## src/rtl/fir_pkg.sv

```systemverilog
// Shared types and arithmetic helpers for the serial FIR.
// Accumulator sizing and saturation bounds live here.
package fir_pkg;

  typedef enum logic [1:0] {
    IDLE,
    MAC,
    OUT
  } state_t;

  function automatic int acc_width(
    input int bw,
    input int taps
  );
    return 2 * bw + $clog2(taps);
  endfunction

  function automatic logic signed [63:0] sat_max(
    input int bw
  );
    return (64'sd1 <<< (bw - 1)) - 64'sd1;
  endfunction

  function automatic logic signed [63:0] sat_min(
    input int bw
  );
    return -(64'sd1 <<< (bw - 1));
  endfunction

endpackage

```

## src/rtl/fir_serial_if.sv

```systemverilog
// Sample stream handshake for the serial FIR.
// Master feeds samples and consumes results.
interface fir_serial_if #(
  parameter int bitwidth = 32
);

  logic                       in_valid;
  logic                       in_ready;
  logic signed [bitwidth-1:0] x;
  logic                       out_valid;
  logic                       out_ready;
  logic signed [bitwidth-1:0] y;

  modport master (
    output in_valid,
    output x,
    output out_ready,
    input  in_ready,
    input  out_valid,
    input  y
  );

  modport slave (
    input  in_valid,
    input  x,
    input  out_ready,
    output in_ready,
    output out_valid,
    output y
  );

endinterface

```

## src/rtl/fir_mac.sv

```systemverilog
// Registered multiply-accumulate with scaled, saturated result.
// Multiplier kept isolated so it can be pipelined later.
module fir_mac
  import fir_pkg::*;
#(
  parameter int bitwidth = 32,
  parameter int FRAC     = 16,
  parameter int TAPS     = 8
) (
  input  logic                       clk,
  input  logic                       rst_n,
  input  logic                       clr,
  input  logic                       en,
  input  logic                       load,
  input  logic signed [bitwidth-1:0] a,
  input  logic signed [bitwidth-1:0] b,
  output logic signed [bitwidth-1:0] y
);

  localparam int AccW = acc_width(bitwidth, TAPS);
  localparam int PW   = 2 * bitwidth;

  localparam logic signed [AccW-1:0] MAX_A =
    AccW'(sat_max(bitwidth));
  localparam logic signed [AccW-1:0] MIN_A =
    AccW'(sat_min(bitwidth));

  logic signed [AccW-1:0]     acc;
  logic signed [AccW-1:0]     shifted;
  logic signed [PW-1:0]       prod;
  logic signed [bitwidth-1:0] sat;

  assign prod    = PW'(a) * PW'(b);
  assign shifted = acc >>> FRAC;

  // Floor scaling, then clamp to the sample range
  always_comb begin
    sat = shifted[bitwidth-1:0];
    if (shifted > MAX_A) begin
      sat = MAX_A[bitwidth-1:0];
    end else if (shifted < MIN_A) begin
      sat = MIN_A[bitwidth-1:0];
    end
  end

  always_ff @(posedge clk or negedge rst_n) begin
    if (!rst_n) begin
      acc <= '0;
      y   <= '0;
    end else begin
      if (clr) begin
        acc <= '0;
      end else if (en) begin
        acc <= acc + AccW'(prod);
      end
      if (load) begin
        y <= sat;
      end
    end
  end

endmodule

```

## src/rtl/fir_serial.sv

```systemverilog
// Time-multiplexed direct-form FIR, one MAC per cycle.
// Holds FSM, coefficient file and circular delay line.
module fir_serial
  import fir_pkg::*;
#(
  parameter int TAPS     = 8,
  parameter int bitwidth = 32,
  parameter int FRAC     = 16,
  parameter int AW       = $clog2(TAPS)
) (
  input  logic                       clk,
  input  logic                       rst,
  fir_serial_if.slave                bus,
  input  logic                       coef_we,
  input  logic [AW-1:0]              coef_addr,
  input  logic signed [bitwidth-1:0] coef_data,
  output logic                       busy
);

  localparam logic [AW:0]   TAPS_W = (AW + 1)'(TAPS);
  localparam logic [AW-1:0] TAPS_A = AW'(TAPS);
  localparam logic [AW-1:0] LAST   = AW'(TAPS - 1);

  state_t state;
  state_t state_nx;

  logic signed [bitwidth-1:0] coef [TAPS];
  logic signed [bitwidth-1:0] dl   [TAPS];

  logic [AW:0]   cnt;
  logic [AW-1:0] head;
  logic [AW-1:0] k;
  logic [AW-1:0] idx;
  logic          accept;
  logic          mac_en;
  logic          fin;
  logic          coef_ok;

  assign bus.in_ready  = rst && (state == IDLE);
  assign bus.out_valid = (state == OUT);
  assign busy          = (state != IDLE);

  assign accept  = bus.in_valid && bus.in_ready;
  assign k       = cnt[AW-1:0];
  assign mac_en  = (state == MAC) && (cnt < TAPS_W);
  assign fin     = (state == MAC) && (cnt == TAPS_W);
  assign coef_ok = ({1'b0, coef_addr} < TAPS_W);

  // (head - k) mod TAPS without a divider
  always_comb begin
    idx = head - k;
    if (head < k) begin
      idx = head + (TAPS_A - k);
    end
  end

  always_ff @(posedge clk or negedge rst) begin
    if (!rst) begin
      state <= IDLE;
    end else begin
      state <= state_nx;
    end
  end

  always_comb begin
    state_nx = state;
    unique case (state)
      IDLE: begin
        if (accept) begin
          state_nx = MAC;
        end
      end
      MAC: begin
        if (fin) begin
          state_nx = OUT;
        end
      end
      OUT: begin
        if (bus.out_ready) begin
          state_nx = IDLE;
        end
      end
      default: state_nx = IDLE;
    endcase
  end

  always_ff @(posedge clk or negedge rst) begin
    if (!rst) begin
      cnt  <= '0;
      head <= '0;
      for (int i = 0; i < TAPS; i++) begin
        dl[i]   <= '0;
        coef[i] <= '0;
      end
    end else begin
      if (state == IDLE && coef_we && coef_ok) begin
        coef[coef_addr] <= coef_data;
      end
      if (accept) begin
        dl[head] <= bus.x;
        cnt      <= '0;
      end else if (mac_en) begin
        cnt <= cnt + (AW + 1)'(1);
      end
      if (fin) begin
        head <= (head == LAST) ? '0 : head + AW'(1);
      end
    end
  end

  fir_mac #(
    .bitwidth (bitwidth),
    .FRAC     (FRAC),
    .TAPS     (TAPS)
  ) u_mac (
    .clk   (clk),
    .rst_n (rst),
    .clr   (accept),
    .en    (mac_en),
    .load  (fin),
    .a     (coef[k]),
    .b     (dl[idx]),
    .y     (bus.y)
  );

endmodule
```

## src/flat_wrapper.sv

```systemverilog
// flat-port wrapper written by rule: the top's interface ports become plain ports
module fir_serial_flat import fir_pkg::*;
#(
  parameter int TAPS     = 8,
  parameter int bitwidth = 32,
  parameter int FRAC     = 16,
  parameter int AW       = $clog2(TAPS)
)
  (clk, rst, coef_we, coef_addr, coef_data, busy, bus_in_valid, bus_x, bus_out_ready, bus_in_ready, bus_out_valid, bus_y);
  fir_serial_if #(.bitwidth(bitwidth)) bus_i ();
  input  logic clk;
  input  logic rst;
  input  logic coef_we;
  input  logic [AW-1:0] coef_addr;
  input  logic signed [bitwidth-1:0] coef_data;
  output logic busy;
  input wire logic [$bits(bus_i.in_valid)-1:0] bus_in_valid;
  input wire logic [$bits(bus_i.x)-1:0] bus_x;
  input wire logic [$bits(bus_i.out_ready)-1:0] bus_out_ready;
  output wire logic [$bits(bus_i.in_ready)-1:0] bus_in_ready;
  output wire logic [$bits(bus_i.out_valid)-1:0] bus_out_valid;
  output wire logic [$bits(bus_i.y)-1:0] bus_y;
  assign bus_i.in_valid = bus_in_valid;
  assign bus_i.x = bus_x;
  assign bus_i.out_ready = bus_out_ready;
  assign bus_in_ready = bus_i.in_ready;
  assign bus_out_valid = bus_i.out_valid;
  assign bus_y = bus_i.y;
  fir_serial #(.TAPS(TAPS), .bitwidth(bitwidth), .FRAC(FRAC), .AW(AW)) u_core (.clk(clk), .rst(rst), .bus(bus_i), .coef_we(coef_we), .coef_addr(coef_addr), .coef_data(coef_data), .busy(busy));
endmodule
```

## config.mk

```make
export PLATFORM = sky130hd
export DESIGN_NAME = fir_serial_flat
export DESIGN_NICKNAME = d
export VERILOG_FILES = /design/src/rtl/fir_pkg.sv /design/src/rtl/fir_serial_if.sv /design/src/rtl/fir_mac.sv /design/src/rtl/fir_serial.sv /design/src/flat_wrapper.sv
export SDC_FILE = /design/constraint.sdc
export NUM_CORES = 2
export LEC_CHECK = 0
export ABC_AREA = 1
export CAP_MARGIN = 10
export CORE_UTILIZATION = 35
export CTS_CLUSTER_SIZE = 25
export DETAILED_ROUTE_END_ITERATION = 16
export HOLD_SLACK_MARGIN = 0.02
export SYNTH_ARGS = -nofsm -noshare
export SYNTH_HDL_FRONTEND = slang
export SYNTH_SLANG_ARGS = --single-unit
```

## constraint.sdc

```tcl
create_clock -name clk -period 16.34 [get_ports clk]
set_input_delay 2.451 -clock clk [delete_from_list [all_inputs] [get_ports clk]]
set_output_delay 2.451 -clock clk [all_outputs]
set_load 0.03 [all_outputs]
```

Word-level counts from Yosys, hierarchy flattened
Cells that the tools add are included.
Word-level totals
  bits in registers: 620
  bits of input ports: 72
  word-level logic and storage cells: 84
Operators by class
  $add $sub $neg: 6
  $mul: 1
  magnitude comparators: 10
  eq/ne operators: 7
  mux-type cells: 24
  bitwise operators: 4
  reduce and logical (&&, ||, !) cells: 11
Operators with widths (count)
  bitwise mux 256 bit: 2
  two-way mux 32 bit: 8
  binary-select mux 32 bit (select 3 bit): 2
  demux 32 bit (select 3 bit): 2
  two-way mux 67 bit: 2
  adder 67 x 64 -> 67 bit: 1
  multiplier 32 x 32 -> 64 bit: 1
  greater-than comparator 51 x 32 -> 1 bit, second input constant: 1
  < comparator 51 x 32 -> 1 bit, second input constant: 1
  greater-or-equal comparator 4 bit, second input constant: 4
  NOT 3 -> 4 bit: 4
  < comparator 4 x 1 -> 1 bit, second input constant: 2
  two-way mux 4 bit: 2
  logical AND 1 bit: 7
  two-way mux 2 bit: 3
  two-way mux 3 bit: 2
  case mux 2 bit (3 select lines): 1
  adder 4 x 1 -> 4 bit, second input constant: 1
  equality test 4 bit, second input constant: 1
  < comparator 4 bit, second input constant: 1
  != test 2 x 1 -> 1 bit, second input constant: 2
  nonzero test 2 bit: 2
  adder 3 x 1 -> 3 bit, second input constant: 1
  adder 3 bit: 1
  9 further kinds: 9

Longest topological paths before layout
  depth after elaboration: 11
  depth in mapped cells: 46
  mapped depth without buffers: 43

Modules after synthesis
A second synthesis with hierarchy kept.
Second synthesis, totals
  cells, all modules: 9820
  area, all modules: 74258.7 um^2
By module, submodules not included
  fir_mac: instances 1, cells each 6025, area an instance 47694.5 um^2
  fir_serial: instances 1, cells each 3795, area an instance 26564.2 um^2

Worst setup path after synthesis
Ideal clock, no wire load.
  path type: reg2reg
  start: register u_core.head[0]
  end: register u_core.u_mac.acc[66]
  arrival: 9.104 ns
  path slack: 7.118 ns
  cell stages (with the launch flop): 38
  period minus slack after synthesis: 9.222 ns
  cell sequence: dfrtp_1 clkbuf_2 inv_1 ha_1 inv_1 fa_1 inv_2 buf_2 a21oi_1 o21ai_1 o21ai_0 nand2_1 nand2_1 nor2_1 inv_1 fa_1 fa_1 inv_1 [... 2 more ...] fa_1 inv_1 fa_1 fa_1 fa_1 inv_1 fa_1 inv_1 ha_1 nand2_1 nor2_1 nand2_1 nor4_1 nand2_1 nand2_1 nand2_1 nand3_1 nand2_1
Between the ends
  longest elaborated chain between the ends: 10
  elaborated cells between the ends (all ways): 12
  classes of those cells: 3 x add/sub; 1 x mul; 1 x order compare; 6 x mux; 1 x bitwise
RTL lines
  from (decl): line fir_serial.sv:31  | logic [AW-1:0] head;
  from (signal assigned): line fir_serial.sv:106  | head <= (head == LAST) ? '0 : head + AW'(1);
  subtractor 3 bit, or another cell as far along: line fir_serial.sv:51  | idx = head - k;
  two-way mux 3 bit (*): line fir_serial.sv:52  | if (head < k) begin
  NOT 3 -> 4 bit (implied by the code) (*): line fir_serial.sv:122  | .b (dl[idx]),
  binary-select mux 32 bit (select 3 bit) (*): line fir_serial.sv:122
  two-way mux 32 bit (implied by the code) (*) (2 in a row): line fir_serial.sv:122
  multiplier 32 x 32 -> 64 bit (*): line fir_mac.sv:33  | assign prod = PW'(a) * PW'(b);
  adder 67 x 64 -> 67 bit (*): line fir_mac.sv:54  | acc <= acc + AccW'(prod);
  two-way mux 67 bit (*): line fir_mac.sv:53  | end else if (en) begin
  two-way mux 67 bit (*): line fir_mac.sv:51  | if (clr) begin
  to (signal assigned): line fir_mac.sv:54
  to (decl): line fir_mac.sv:28  | logic signed [AccW-1:0] acc;
Mark *: on every way between the ends. The rest lies on a longest branch, timed or not. The select of a mux whose other input is x is not followed.
A chain may end at the register's enable or synchronous reset.

Worst setup path in the final report
  start: register u_core.cnt[0]
  end: register u_core.u_mac.acc[60]
Between the ends
  longest elaborated chain between the ends: 11
  elaborated cells between the ends (all ways): 20
  classes of those cells: 4 x add/sub; 1 x mul; 2 x order compare; 9 x mux; 2 x bitwise; 2 x reduce/logical
RTL lines
  from (decl): line fir_serial.sv:30  | logic [AW:0] cnt;
  from (signal assigned): line fir_serial.sv:103  | cnt <= cnt + (AW + 1)'(1);
  subtractor 1 x 3 -> 3 bit: line fir_serial.sv:53  | idx = head + (TAPS_A - k);
  adder 3 bit: line fir_serial.sv:53
  two-way mux 3 bit: line fir_serial.sv:52
  NOT 3 -> 4 bit (implied by the code): line fir_serial.sv:122
  binary-select mux 32 bit (select 3 bit): line fir_serial.sv:122
  two-way mux 32 bit (implied by the code) (2 in a row): line fir_serial.sv:122
  multiplier 32 x 32 -> 64 bit: line fir_mac.sv:33
  adder 67 x 64 -> 67 bit: line fir_mac.sv:54
  two-way mux 67 bit: line fir_mac.sv:53
  two-way mux 67 bit: line fir_mac.sv:51
Several ways; a longest one is shown, not always the timed one. The select of a mux whose other input is x is not followed.

==> impl_results.md <==
* Status: finished, violations left
* Failing checks: design-rule violations
* FILL cells at 20,200
* Syn nets at 9,957
* PortBufs at 106
* Area leader, netlist: fa_1
* Met3 wire length at 16.7 mm
* Tot GR Track Use at 23.5%
* Via count at 55,100
* CTS Buf Count at 74
* CP max stage cell: dfrtp_4
* Vias in the first global route at 58,400
* H-tree levels at 3
* Chip width at 451 um
* Sink Count at 620
* CTS Hold Bufs at 0
* Pin count of the biggest net entering global routing at 200
* Final Setup Violations at 0
* Crit. End Element: register
* Max-cap violations at 0
* Vias per inst at 4.99
* CTS max path bufs at 3
* I/O pin cnt at 107
* DR pass1 iterations at 12
* Layout Skew at 60.8 ps
* Total negative slack at 0 ps
* DRT iter0 DRCs at 4,698
* DIE AREA at 0.203 mm2
* Asr flop ratio synth at 100%
* Minimum clock period after layout at 12,380 ps
* Seq cells post-synth at 620
* Remaining DRCs at 6
* Antenna Nets Post-Route at 0
* Fin. Hold Viols at 0
* Crit share post-route at 75.8%
* Crit path kind: register to register
* Top routing layer in use: met5
* Ys flop type: dfrtp_1
* Wl on met1 at 93.9 mm
* Worst Setup Start Kind: register
* Initial antenna violation count at 14
* Met2 wire length at 108 mm
* Routed WL per cell at 21.1 um
* Register area share after synthesis at 22.0%
* Latest clock arrival within the worst-skew pair at 720 ps
* Post-DP HPWL at 175 mm
* Top cell type's share of synthesized area at 35.3%
* Count of flip-flops with a built-in enable after synthesis at 0
* Synth area leaders: fa_1 (35%), dfrtp_1 (22%), nand2_1 (10%)
* Crit-path max FO at 68
* WL final at 233 mm
* CTS Root Cell: clkbuf_16
* Slew @ Worst Pin at 1260 ps
* Count leader, synth: nand2_1
* FMAX at 80.8 MHz
* Number of cell rows at 164
* Syn Inst Count at 8,412
* Cell variety after synth at 45
* GPL Wtd Cong at 0.970
* Hold Crit Class: register to register
* Slew Limit Fails at 0
* Yosys Warn Count at 0
* RSZ-0062 raised after global routing: no
* Effective utilization at floorplan at 35.3%
* First-pass GRT wire length at 362 mm
* Post-cts resize count at 0
* Worst Path Required at 16,920 ps
* Die Y at 451 um
* Grt ovf at 0
* Core area at 0.200 mm2
* Avg Synthesized Cell Area at 8.39 um2
* Clock transition at path regs at 60 ps
* Post-CTS Setup Inserts at 0
* Final nets at 9,867
* Mapped cell area at 0.0705 mm2
* Share of post-route cells with drive strength above 1 at 5.45%
* Area added between synthesis and finish at 8.50%
* CP max stage delay at 950 ps
* Worst EP arrival at 12,960 ps
* CTS tree: done
* Relative slew margins at 16.1%
* Most frequent cells after synthesis: nand2_1 (1,946), inv_1 (1,879), fa_1 (1,244), nor2_1 (695), dfrtp_1 (620)
## placed cells by master, fill, tap and decap left out, types with 10 or more instances in the layout
master              n
nand2_1          1945
inv_1            1875
fa_1             1243
nor2_1            693
dfrtp_1           618
o21ai_0           584
a21oi_1           305
ha_1              228
nand3_1           172
mux2_2            115
buf_4             107
clkdlybuf4s50_1   105
clkbuf_16          74
o21ai_2            58
nand4_1            28
inv_2              27
nor3_1             18
clkbuf_1           16
clkbuf_8           16
o22ai_1            13
mux2_1             13
o21ai_1            12
clkinv_2           12
nor4_1             11
o21bai_1           10
## flip-flops by register name (all words and copies together) (netlist names)
signal,cells
u_core.u_mac.y,32
u_core.head,3
u_core.dl,256
u_core.u_mac.acc,67
u_core.state,2
u_core.coef,256
u_core.cnt,4
## per-layer routing
layer  vias up  GRT usage, %
met5         -        0.0237
met4        12          12.0
met3       576          4.05
met2      1985          38.2
met1     27900          30.1
li1      24600             -
## logic make-up after synthesis
kind of cell               share of synthesized area, %
muxes                                              2.04
buffers and inverters                              12.8
DFF                                                22.0
and+or+nand+nor                                    16.1
adders and majority gates                          39.4
AOI/OAI and AO/OA                                  7.54
xor gates and xnor gates                          0.140
## final cells by class
class	instances	area (um2)	area share [%]
Antenna cell	2	5.00	0.00654
Multi-Input combinational cell	5507	46100	60.2
Inverter	1905	7150	9.35
Sequential cell	620	15500	20.3
Timing Repair Buffer	214	1890	2.47
Clock inverter	26	413	0.539
Clock buffer	106	2130	2.79
Tap cell	2656	3320	4.34
## per-stage QoR
step	hold WS, ps	worst slack [ps]	util (%)	area [um2]	cells
finish	482	3960	38.3	76500	11000
detailed placement	472	4090	37.0	74000	10900
floorplan	448	7120	-	70500	8412
global route	499	3230	38.3	76500	11000
global placement	461	4230	37.0	74000	10900
CTS	487	4040	38.3	76500	11000
## path summary, 6_finish.rpt
path	endpoint	slack, ps	depth (start not counted)	from
hold reg to reg	u_core.dl[95]	480	1	u_core.dl[95]
setup / recovery	u_core.u_mac.acc[60]	3960	38	u_core.cnt[0]
setup reg to reg	u_core.u_mac.acc[60]	3960	38	u_core.cnt[0]
hold / removal	u_core.dl[95]	480	1	u_core.dl[95]
max in group asynchronous	u_core.coef[233]	10580	6	rst
min in group asynchronous	u_core.u_mac.y[23]	1580	1	rst
## critical path, delay by kind of cell (launching register included)
kind | cells | cell delay, ps
adder cells (fa/ha/maj) | 11 | 5870
buffers and inverters | 11 | 2890
AND/OR/NAND/NOR | 13 | 2060
flip-flops | 1 | 950
AO/OA/AOI/OAI | 3 | 370
Power is not shown: default switching activity piles up to over one toggle a cycle in this logic, so the estimate is an artifact.
